[config.mk]
export PLATFORM = sky130hd
export DESIGN_NAME = axil_cmd_master
export DESIGN_NICKNAME = d
export VERILOG_FILES = /design/src/rtl/axil_master_pkg.sv /design/src/rtl/axil_timeout_counter.sv /design/src/rtl/axil_cmd_master.sv
export SDC_FILE = /design/constraint.sdc
export NUM_CORES = 1
export LEC_CHECK = 0
export ABC_AREA = 1
export CAP_MARGIN = 20
export CORE_UTILIZATION = 44
export CTS_CLUSTER_DIAMETER = 40
export DETAILED_ROUTE_END_ITERATION = 7
export HOLD_SLACK_MARGIN = 0.1
export MAX_ROUTING_LAYER = met4
export PLACE_DENSITY = 0.93
export SETUP_SLACK_MARGIN = 0.02
export SLEW_MARGIN = 10
export SYNTH_ARGS = -nofsm -noshare
export SYNTH_HDL_FRONTEND = slang
export SYNTH_SLANG_ARGS = --single-unit
[constraint.sdc]
create_clock -name clk -period 2.8 [get_ports clk]
set_input_delay 0.56 -clock clk [delete_from_list [all_inputs] [get_ports clk]]
set_output_delay 0.56 -clock clk [all_outputs]
set_load 0.005 [all_outputs]
[src/rtl/axil_master_pkg.sv]
// Shared types and constants for the AXI4-Lite command master.
package axil_master_pkg;

  localparam int AXI_DATA_W = 32;
  localparam int AXI_ADDR_W = 11;

  localparam logic [1:0] RESP_OKAY   = 2'b00;
  localparam logic [1:0] RESP_SLVERR = 2'b10;
  localparam logic [1:0] RESP_DECERR = 2'b11;

  typedef enum logic [2:0] {
    ST_IDLE    = 3'd0,
    ST_WR_REQ  = 3'd1,
    ST_WR_RESP = 3'd2,
    ST_RD_REQ  = 3'd3,
    ST_RD_RESP = 3'd4,
    ST_RSP     = 3'd5
  } state_t;

  typedef struct packed {
    logic                    rnw;
    logic [AXI_ADDR_W-1:0]   addr;
    logic [AXI_DATA_W-1:0]   wdata;
    logic [AXI_DATA_W/8-1:0] wstrb;
  } cmd_t;

  typedef struct packed {
    logic [AXI_DATA_W-1:0] rdata;
    logic [1:0]            resp;
    logic                  timeout;
  } rsp_t;

endpackage

[src/rtl/axil_timeout_counter.sv]
// Saturating cycle counter bounding the wait for BVALID/RVALID.
module axil_timeout_counter #(
  parameter int TIMEOUT_CYCLES = 1024
) (
  input  logic clk,
  input  logic reset,
  input  logic clear,
  input  logic enable,
  output logic expired
);

  localparam int CW = $clog2(TIMEOUT_CYCLES + 1);
  localparam logic [CW-1:0] LIMIT = CW'(TIMEOUT_CYCLES);
  localparam logic [CW-1:0] LAST  = CW'(TIMEOUT_CYCLES - 1);

  logic [CW-1:0] count_q;

  always_ff @(posedge clk) begin
    if (reset || clear) begin
      count_q <= '0;
    end else if (enable && (count_q != LIMIT)) begin
      count_q <= count_q + CW'(1);
    end
  end

  // Count is 0 in the first waiting cycle, so this fires on the last allowed one.
  assign expired = enable && (count_q == LAST);

endmodule

[src/rtl/axil_cmd_master.sv]
// AXI4-Lite initiator: one register read or write per accepted command.
module axil_cmd_master
  import axil_master_pkg::*;
#(
  parameter int C_M_AXI_DATA_WIDTH = AXI_DATA_W,
  parameter int C_M_AXI_ADDR_WIDTH = AXI_ADDR_W,
  parameter int TIMEOUT_CYCLES     = 1024
) (
  input  logic                            clk,
  input  logic                            reset,
  input  logic                            cmd_valid,
  output logic                            cmd_ready,
  input  logic                            cmd_rnw,
  input  logic [C_M_AXI_ADDR_WIDTH-1:0]   cmd_addr,
  input  logic [C_M_AXI_DATA_WIDTH-1:0]   cmd_wdata,
  input  logic [C_M_AXI_DATA_WIDTH/8-1:0] cmd_wstrb,
  output logic                            rsp_valid,
  input  logic                            rsp_ready,
  output logic [C_M_AXI_DATA_WIDTH-1:0]   rsp_rdata,
  output logic [1:0]                      rsp_resp,
  output logic                            rsp_timeout,
  output logic                            stale_rsp,
  output logic [2:0]                      dbg_state,
  output logic [C_M_AXI_ADDR_WIDTH-1:0]   M_AXI_AWADDR,
  output logic [2:0]                      M_AXI_AWPROT,
  output logic                            M_AXI_AWVALID,
  input  logic                            M_AXI_AWREADY,
  output logic [C_M_AXI_DATA_WIDTH-1:0]   M_AXI_WDATA,
  output logic [C_M_AXI_DATA_WIDTH/8-1:0] M_AXI_WSTRB,
  output logic                            M_AXI_WVALID,
  input  logic                            M_AXI_WREADY,
  input  logic [1:0]                      M_AXI_BRESP,
  input  logic                            M_AXI_BVALID,
  output logic                            M_AXI_BREADY,
  output logic [C_M_AXI_ADDR_WIDTH-1:0]   M_AXI_ARADDR,
  output logic [2:0]                      M_AXI_ARPROT,
  output logic                            M_AXI_ARVALID,
  input  logic                            M_AXI_ARREADY,
  input  logic [C_M_AXI_DATA_WIDTH-1:0]   M_AXI_RDATA,
  input  logic [1:0]                      M_AXI_RRESP,
  input  logic                            M_AXI_RVALID,
  output logic                            M_AXI_RREADY
);

  // Handshake rule on every channel here: a transfer happens on a rising clk
  // edge where valid and ready are both high; valid never drops before that.

  state_t state_q, state_d;
  cmd_t   cmd_in;
  rsp_t   rsp_q, rsp_d;
  logic   aw_done_q, aw_done_d, w_done_q, w_done_d;
  logic   cmd_take, stale_q;
  logic   to_clear, to_enable, to_expired;
  logic [C_M_AXI_ADDR_WIDTH-1:0]   addr_q;
  logic [C_M_AXI_DATA_WIDTH-1:0]   wdata_q;
  logic [C_M_AXI_DATA_WIDTH/8-1:0] wstrb_q;

  assign cmd_in = '{rnw: cmd_rnw, addr: cmd_addr, wdata: cmd_wdata, wstrb: cmd_wstrb};

  axil_timeout_counter #(.TIMEOUT_CYCLES(TIMEOUT_CYCLES)) u_timeout (
    .clk     (clk),
    .reset   (reset),
    .clear   (to_clear),
    .enable  (to_enable),
    .expired (to_expired)
  );

  always_comb begin
    state_d       = state_q;
    aw_done_d     = aw_done_q;
    w_done_d      = w_done_q;
    rsp_d         = rsp_q;
    cmd_take      = 1'b0;
    cmd_ready     = 1'b0;
    rsp_valid     = 1'b0;
    M_AXI_AWVALID = 1'b0;
    M_AXI_WVALID  = 1'b0;
    M_AXI_BREADY  = 1'b0;
    M_AXI_ARVALID = 1'b0;
    M_AXI_RREADY  = 1'b0;
    to_clear      = 1'b0;
    to_enable     = 1'b0;
    if (!reset) begin
      case (state_q)
        ST_IDLE: begin
          // Readies stay high while idle so stray B/R beats are drained.
          cmd_ready    = 1'b1;
          M_AXI_BREADY = 1'b1;
          M_AXI_RREADY = 1'b1;
          if (cmd_valid) begin
            cmd_take  = 1'b1;
            aw_done_d = 1'b0;
            w_done_d  = 1'b0;
            state_d   = cmd_in.rnw ? ST_RD_REQ : ST_WR_REQ;
          end
        end
        ST_WR_REQ: begin
          M_AXI_AWVALID = !aw_done_q;
          M_AXI_WVALID  = !w_done_q;
          if (M_AXI_AWVALID && M_AXI_AWREADY) aw_done_d = 1'b1;
          if (M_AXI_WVALID && M_AXI_WREADY)   w_done_d  = 1'b1;
          if (aw_done_d && w_done_d) begin
            to_clear = 1'b1;
            state_d  = ST_WR_RESP;
          end
        end
        ST_WR_RESP: begin
          M_AXI_BREADY = 1'b1;
          to_enable    = 1'b1;
          if (M_AXI_BVALID) begin
            rsp_d   = '{rdata: '0, resp: M_AXI_BRESP, timeout: 1'b0};
            state_d = ST_RSP;
          end else if (to_expired) begin
            rsp_d   = '{rdata: '0, resp: RESP_DECERR, timeout: 1'b1};
            state_d = ST_RSP;
          end
        end
        ST_RD_REQ: begin
          M_AXI_ARVALID = 1'b1;
          if (M_AXI_ARREADY) begin
            to_clear = 1'b1;
            state_d  = ST_RD_RESP;
          end
        end
        ST_RD_RESP: begin
          M_AXI_RREADY = 1'b1;
          to_enable    = 1'b1;
          if (M_AXI_RVALID) begin
            rsp_d   = '{rdata: M_AXI_RDATA, resp: M_AXI_RRESP, timeout: 1'b0};
            state_d = ST_RSP;
          end else if (to_expired) begin
            rsp_d   = '{rdata: '0, resp: RESP_DECERR, timeout: 1'b1};
            state_d = ST_RSP;
          end
        end
        ST_RSP: begin
          rsp_valid = 1'b1;
          if (rsp_ready) state_d = ST_IDLE;
        end
        default: state_d = ST_IDLE;
      endcase
    end
  end

  always_ff @(posedge clk) begin
    if (reset) begin
      state_q   <= ST_IDLE;
      aw_done_q <= 1'b0;
      w_done_q  <= 1'b0;
      addr_q    <= '0;
      wdata_q   <= '0;
      wstrb_q   <= '0;
      rsp_q     <= '0;
      stale_q   <= 1'b0;
    end else begin
      state_q   <= state_d;
      aw_done_q <= aw_done_d;
      w_done_q  <= w_done_d;
      rsp_q     <= rsp_d;
      if (cmd_take) begin
        addr_q <= cmd_in.addr;
        if (!cmd_in.rnw) begin
          wdata_q <= cmd_in.wdata;
          wstrb_q <= cmd_in.wstrb;
        end
      end
      if ((state_q == ST_IDLE) && (M_AXI_BVALID || M_AXI_RVALID)) stale_q <= 1'b1;
    end
  end

  assign M_AXI_AWADDR = addr_q;
  assign M_AXI_ARADDR = addr_q;
  assign M_AXI_WDATA  = wdata_q;
  assign M_AXI_WSTRB  = wstrb_q;
  assign M_AXI_AWPROT = 3'b000;
  assign M_AXI_ARPROT = 3'b000;
  assign rsp_rdata    = rsp_q.rdata;
  assign rsp_resp     = rsp_q.resp;
  assign rsp_timeout  = rsp_q.timeout;
  assign stale_rsp    = stale_q;
  assign dbg_state    = state_q;

endmodule

---- Word-level counts from Yosys, hierarchy flattened ----
Index checks and enable logic that the tools add are counted.
storage, ports and cells
  register bits after elaboration ......... 99
  logic and storage cells ................. 88
  output and inout port bits .............. 110
  bits of input ports ..................... 93
cells by class
  add/subtract/negate cells ............... 1
  equality and inequality tests ........... 11
  reduce and logical (&&, ||, !) cells .... 19
  muxes and demuxes ....................... 45
  bitwise logic cells ..................... 1
operator list
  operator                 number
  $mux W35                 3
  $pmux W35 S2             1
  $mux W1                  29
  $mux W3                  7
  $pmux W3 S6              1
  $add A11 B1 Y11 const B  1
  $eq A11 B10 Y1 const B   1
  $ne A11 B11 Y1 const B   1
  $ne A2 B2 Y1 const B     4
  $eq A3 B2 Y1 const B     2
  $eq A3 B3 Y1 const B     2
  $logic_and A1 B1 Y1      6
  $pmux W1 S2              3
  $reduce_or A2 Y1         3
  $reduce_and A2 Y1        2
  $reduce_and A4 Y1        1
  $reduce_bool A2 Y1       2
  $eq A3 B1 Y1 const B     1
  $logic_not A3 Y1         1
  $logic_not A1 Y1         2
  $logic_or A1 B1 Y1       2
  $mux W2                  1
  $not A1 Y1               1

---- Depth between registers and ports, before layout ----
  depth after elaboration ................. 10
  mapped depth ............................ 12
  mapped depth without buffers ............ 11

---- By module ----
A second synthesis with hierarchy kept.
second synthesis, totals
  cells, all modules ...................... 599
  area, all modules ....................... 4385.5 um^2
modules (own cells, without submodules)
  module                seq. area each (um^2)  area each (um^2)  cells an instance  times used
  axil_cmd_master       1761.7                 3673.5            485                1
  axil_timeout_counter  220.2                  711.9             114                1

---- Worst setup path before layout ----
No wires, ideal clock.
  path type ............................... input port to output port
  start ................................... input reset
  end ..................................... output M_AXI_ARVALID
  data required time ...................... 2.240 ns
  buffers on the path ..................... 2
  arrival ................................. 1.231 ns
  cell stages on the path ................. 3
  setup slack ............................. 1.009 ns
  cell sequence ........................... clkbuf_1 > buf_1 > nor2_1
between the ends
  longest elaborated chain between the ends .. 1
ends and longest elaborated chain
  element      RTL line               RTL
  from (decl)  axil_cmd_master.sv:10  input logic reset,
  $mux W1      axil_cmd_master.sv:83  if (!reset) begin
  to (decl)    axil_cmd_master.sv:37  output logic M_AXI_ARVALID,
Every way passes these cells.

---- Worst setup path after layout ----
  start ................................... input reset
  end ..................................... output cmd_ready
between the ends
  longest elaborated chain between the ends .. 1
ends and longest elaborated chain
  element    RTL line               RTL
  $mux W1    axil_cmd_master.sv:83
  to (decl)  axil_cmd_master.sv:12  output logic cmd_ready,
Every way passes these cells.

==> impl_metrics.env <==
export IMPL_outcome="complete, no violations"
export IMPL_fin_crit_sh=0.9053
export IMPL_drcViolationCount=0
export IMPL_crit_top_cell="clkdlybuf4s50_1"
export IMPL_postCtsSetupBuffers=0
export IMPL_cts_buffers=9
export IMPL_dpl_hpwl_mm=8.841
export IMPL_path_cells="clkdlybuf4s50_1, buf_4, nor2_1, clkdlybuf4s50_1"
export IMPL_crit_fanout=24
export IMPL_cp_slowest_cell="clkdlybuf4s50_1"
export IMPL_drv_slew=0
export IMPL_grt_max_degree=51
export IMPL_routed_wirelength_mm=11.83
export IMPL_synth_area_sq_um=4155
export IMPL_root_buffer="clkbuf_8"
export IMPL_ios=203
export IMPL_ys_warn_count=0
export IMPL_crit_arrival_ns=1.97
export IMPL_cts_tree="yes"
export IMPL_use_met2=0.4260
export IMPL_setup_tns_final_ns=0
export IMPL_grt_pass1_wl_mm=19.00
export IMPL_ys_seq_area_frac=0.4770
export IMPL_clkSinkCount=99
export IMPL_fillers=754
export IMPL_cts_repair_resize_count=0
export IMPL_die_h_um=99.18
export IMPL_p_per_area_nw_per_um2=596.3
export IMPL_endpoint_kind="output pin"
export IMPL_cpPeakStageDelay_ns=0.52
export IMPL_ir_worst_vdd_mv=0.3130
export IMPL_r2r_start="u_timeout.count_q[0]"
export IMPL_hold_slack_ns=0.4620
export IMPL_seq_area_sq_um=1982
export IMPL_hp_class="reg -> reg"
export IMPL_ant_nets=0
export IMPL_floorplan_initialDensity=0.4518
export IMPL_final_nets=826
export IMPL_min_from="stale_rsp"
export IMPL_area_delta_synth_final_pct=50.14
export IMPL_skew_ns=0.01789
export IMPL_vias=4317
export IMPL_use_met1=0.2690
export IMPL_p_leak_uw=0.002308
export IMPL_synthTopCellsByArea="dfxtp_1 (48%), nand2_1 (17%), nand3_1 (6.3%)"
export IMPL_rows=35
export IMPL_tightest_slew_ns=0.9783
export IMPL_synth_ff_type="dfxtp_1"
export IMPL_async_reset_ff_frac=0
export IMPL_die_area_sq_um=9837
export IMPL_io_buffer_count=196
export IMPL_drt_initial_drc_count=208
export IMPL_drive_gt1_frac=0.05571
export IMPL_antenna_found_initial=0
export IMPL_fin_crit_ns=2.535
export IMPL_core_area_sq_um=9196
export IMPL_dr_pass1_iters=4
export IMPL_holdBufCountCts=0
export IMPL_dieWidth_um=99.18
export IMPL_drt_wirelength_per_cell_um=13.97
export IMPL_critPathKind="in -> out"
export IMPL_ys_ff_latch=99
export IMPL_fmax_ghz=0.3945
export IMPL_synthCells=559
export IMPL_grt_busiest_layer="met2"
export IMPL_htree_levels=3
export IMPL_crit_required_ns=2.24
export IMPL_synth_cell_type_count=30
export IMPL_multi_input_area_sq_um=1774
export IMPL_grt_overflow=0
export IMPL_num_antenna_cells=0
export IMPL_synth_edff_count=0
export IMPL_hold_violations=0
export IMPL_gp_congestion=0.9065
export IMPL_setup_viol_count_final=0
export IMPL_start_kind="input pin"
export IMPL_grt_use_total=0.2428
export IMPL_synth_top_area_share=0.4770
export IMPL_maxCapViolations=0
export IMPL_clk_latency_ns=0.36
export IMPL_netlist_top_cell_by_area="dfxtp_1"
export IMPL_clk_pin_slew_worst_paths_ns=0.10
export IMPL_drt_vias_per_instance=5.097
export IMPL_grt_pass1_vias=4242
export IMPL_avgSynthCellArea_sq_um=7.433
export IMPL_clockBufferDepth=2
export IMPL_grtUsageMet3=0.05481
export IMPL_max_slew_margin=0.3478
export IMPL_startpoint="reset"
export IMPL_rsz0062_at_grt="false"
kinds of logic after synthesis:
family,share of synthesized area
other,0.0009025
adders and majority gates,0.006021
DFF,0.4770
buffers and inverters,0.1006
AOI/OAI and AO/OA,0.1235
and+or+nand+nor,0.2731
xor gates and xnor gates,0.01897
flip-flops by register name, summed over array words and instances, names as in the netlist:
| name | cells |
|---|---|
| u_timeout.count_q | 11 |
| rsp_resp | 2 |
| rsp_timeout | 1 |
| M_AXI_ARADDR | 11 |
| M_AXI_WDATA | 32 |
| rsp_rdata | 32 |
| stale_rsp | 1 |
| dbg_state | 3 |
| M_AXI_WSTRB | 4 |
| aw_done_q | 1 |
| w_done_q | 1 |
Yosys cell counts, types with 12 or more instances:
library cell,number
o21ai_0,21
nor2_1,13
a21oi_1,51
nand3_1,52
buf_4,20
nand2_1,183
buf_2,13
o21ai_1,24
clkbuf_1,12
dfxtp_1,99
inv_1,22
placed cells by master (no fill, tap or decap):
cell,count
inv_2,6
clkinv_1,1
dfxtp_1,99
nor2_1,13
nor3_2,1
nor2_2,3
nand4_1,2
inv_6,2
inv_8,1
nor3_1,8
nand2_2,3
buf_12,1
ha_1,2
xnor2_1,1
a32oi_1,2
nand2_1,183
o21ai_1,24
clkinvlp_4,2
inv_1,22
nor4_1,1
o21ai_0,21
nor2_8,1
clkdlybuf4s50_1,196
clkbuf_8,10
buf_4,9
a21oi_1,51
conb_1,6
xor2_1,8
nand3_1,52
o221ai_1,1
or2_2,2
clkbuf_1,1
o22ai_1,1
power breakdown:
part	total (uW)	switching (uW)	internal, uW
Combinational	1160	549	611
Clock	873	512	361
Sequential	1690	123	1560
stage by stage:
step	util	area [sq um]	worst slack [ns]	total power [uW]	std cells
floorplan	-	4174	1.009	2269	564
CTS	0.6784	6238	0.2634	3750	847
global route	0.6784	6238	0.1660	3938	847
detailed placement	0.6582	6053	0.2651	2872	831
global placement	0.6582	6053	0.2986	2831	831
finish	0.6784	6238	0.2651	3720	847
routing by layer:
| metal | vias up | routed length (um) |
|---|---|---|
| li1 | 2136 | - |
| met1 | 1971 | 4703 |
| met3 | 34 | 748 |
| met2 | 176 | 6069 |
| met5 | - | 0 |
| met4 | 0 | 308 |
worst max-delay path: cells and delay by family:
family | cells | cell delay (ns)
buffers and inverters | 3 | 1.24
AND/OR/NAND/NOR | 1 | 0.17
worst paths after layout:
path | to | slack [ns] | depth (start not counted)
min reg2reg | stale_rsp | 0.46 | 2
min | stale_rsp | 0.46 | 2
max | cmd_ready | 0.27 | 4
max reg2reg | rsp_rdata[1] | 0.86 | 9
final cells by class:
type / instances / area share
well taps: 111 / 0.02226
flip-flops and latches: 99 / 0.3177
clock inverters: 5 / 0.007020
inverters: 29 / 0.01745
repair buffers: 206 / 0.3285
multi-input cells: 386 / 0.2844
clock buffers: 11 / 0.02266
No activity file was read; power rests on OpenSTA's default activity.
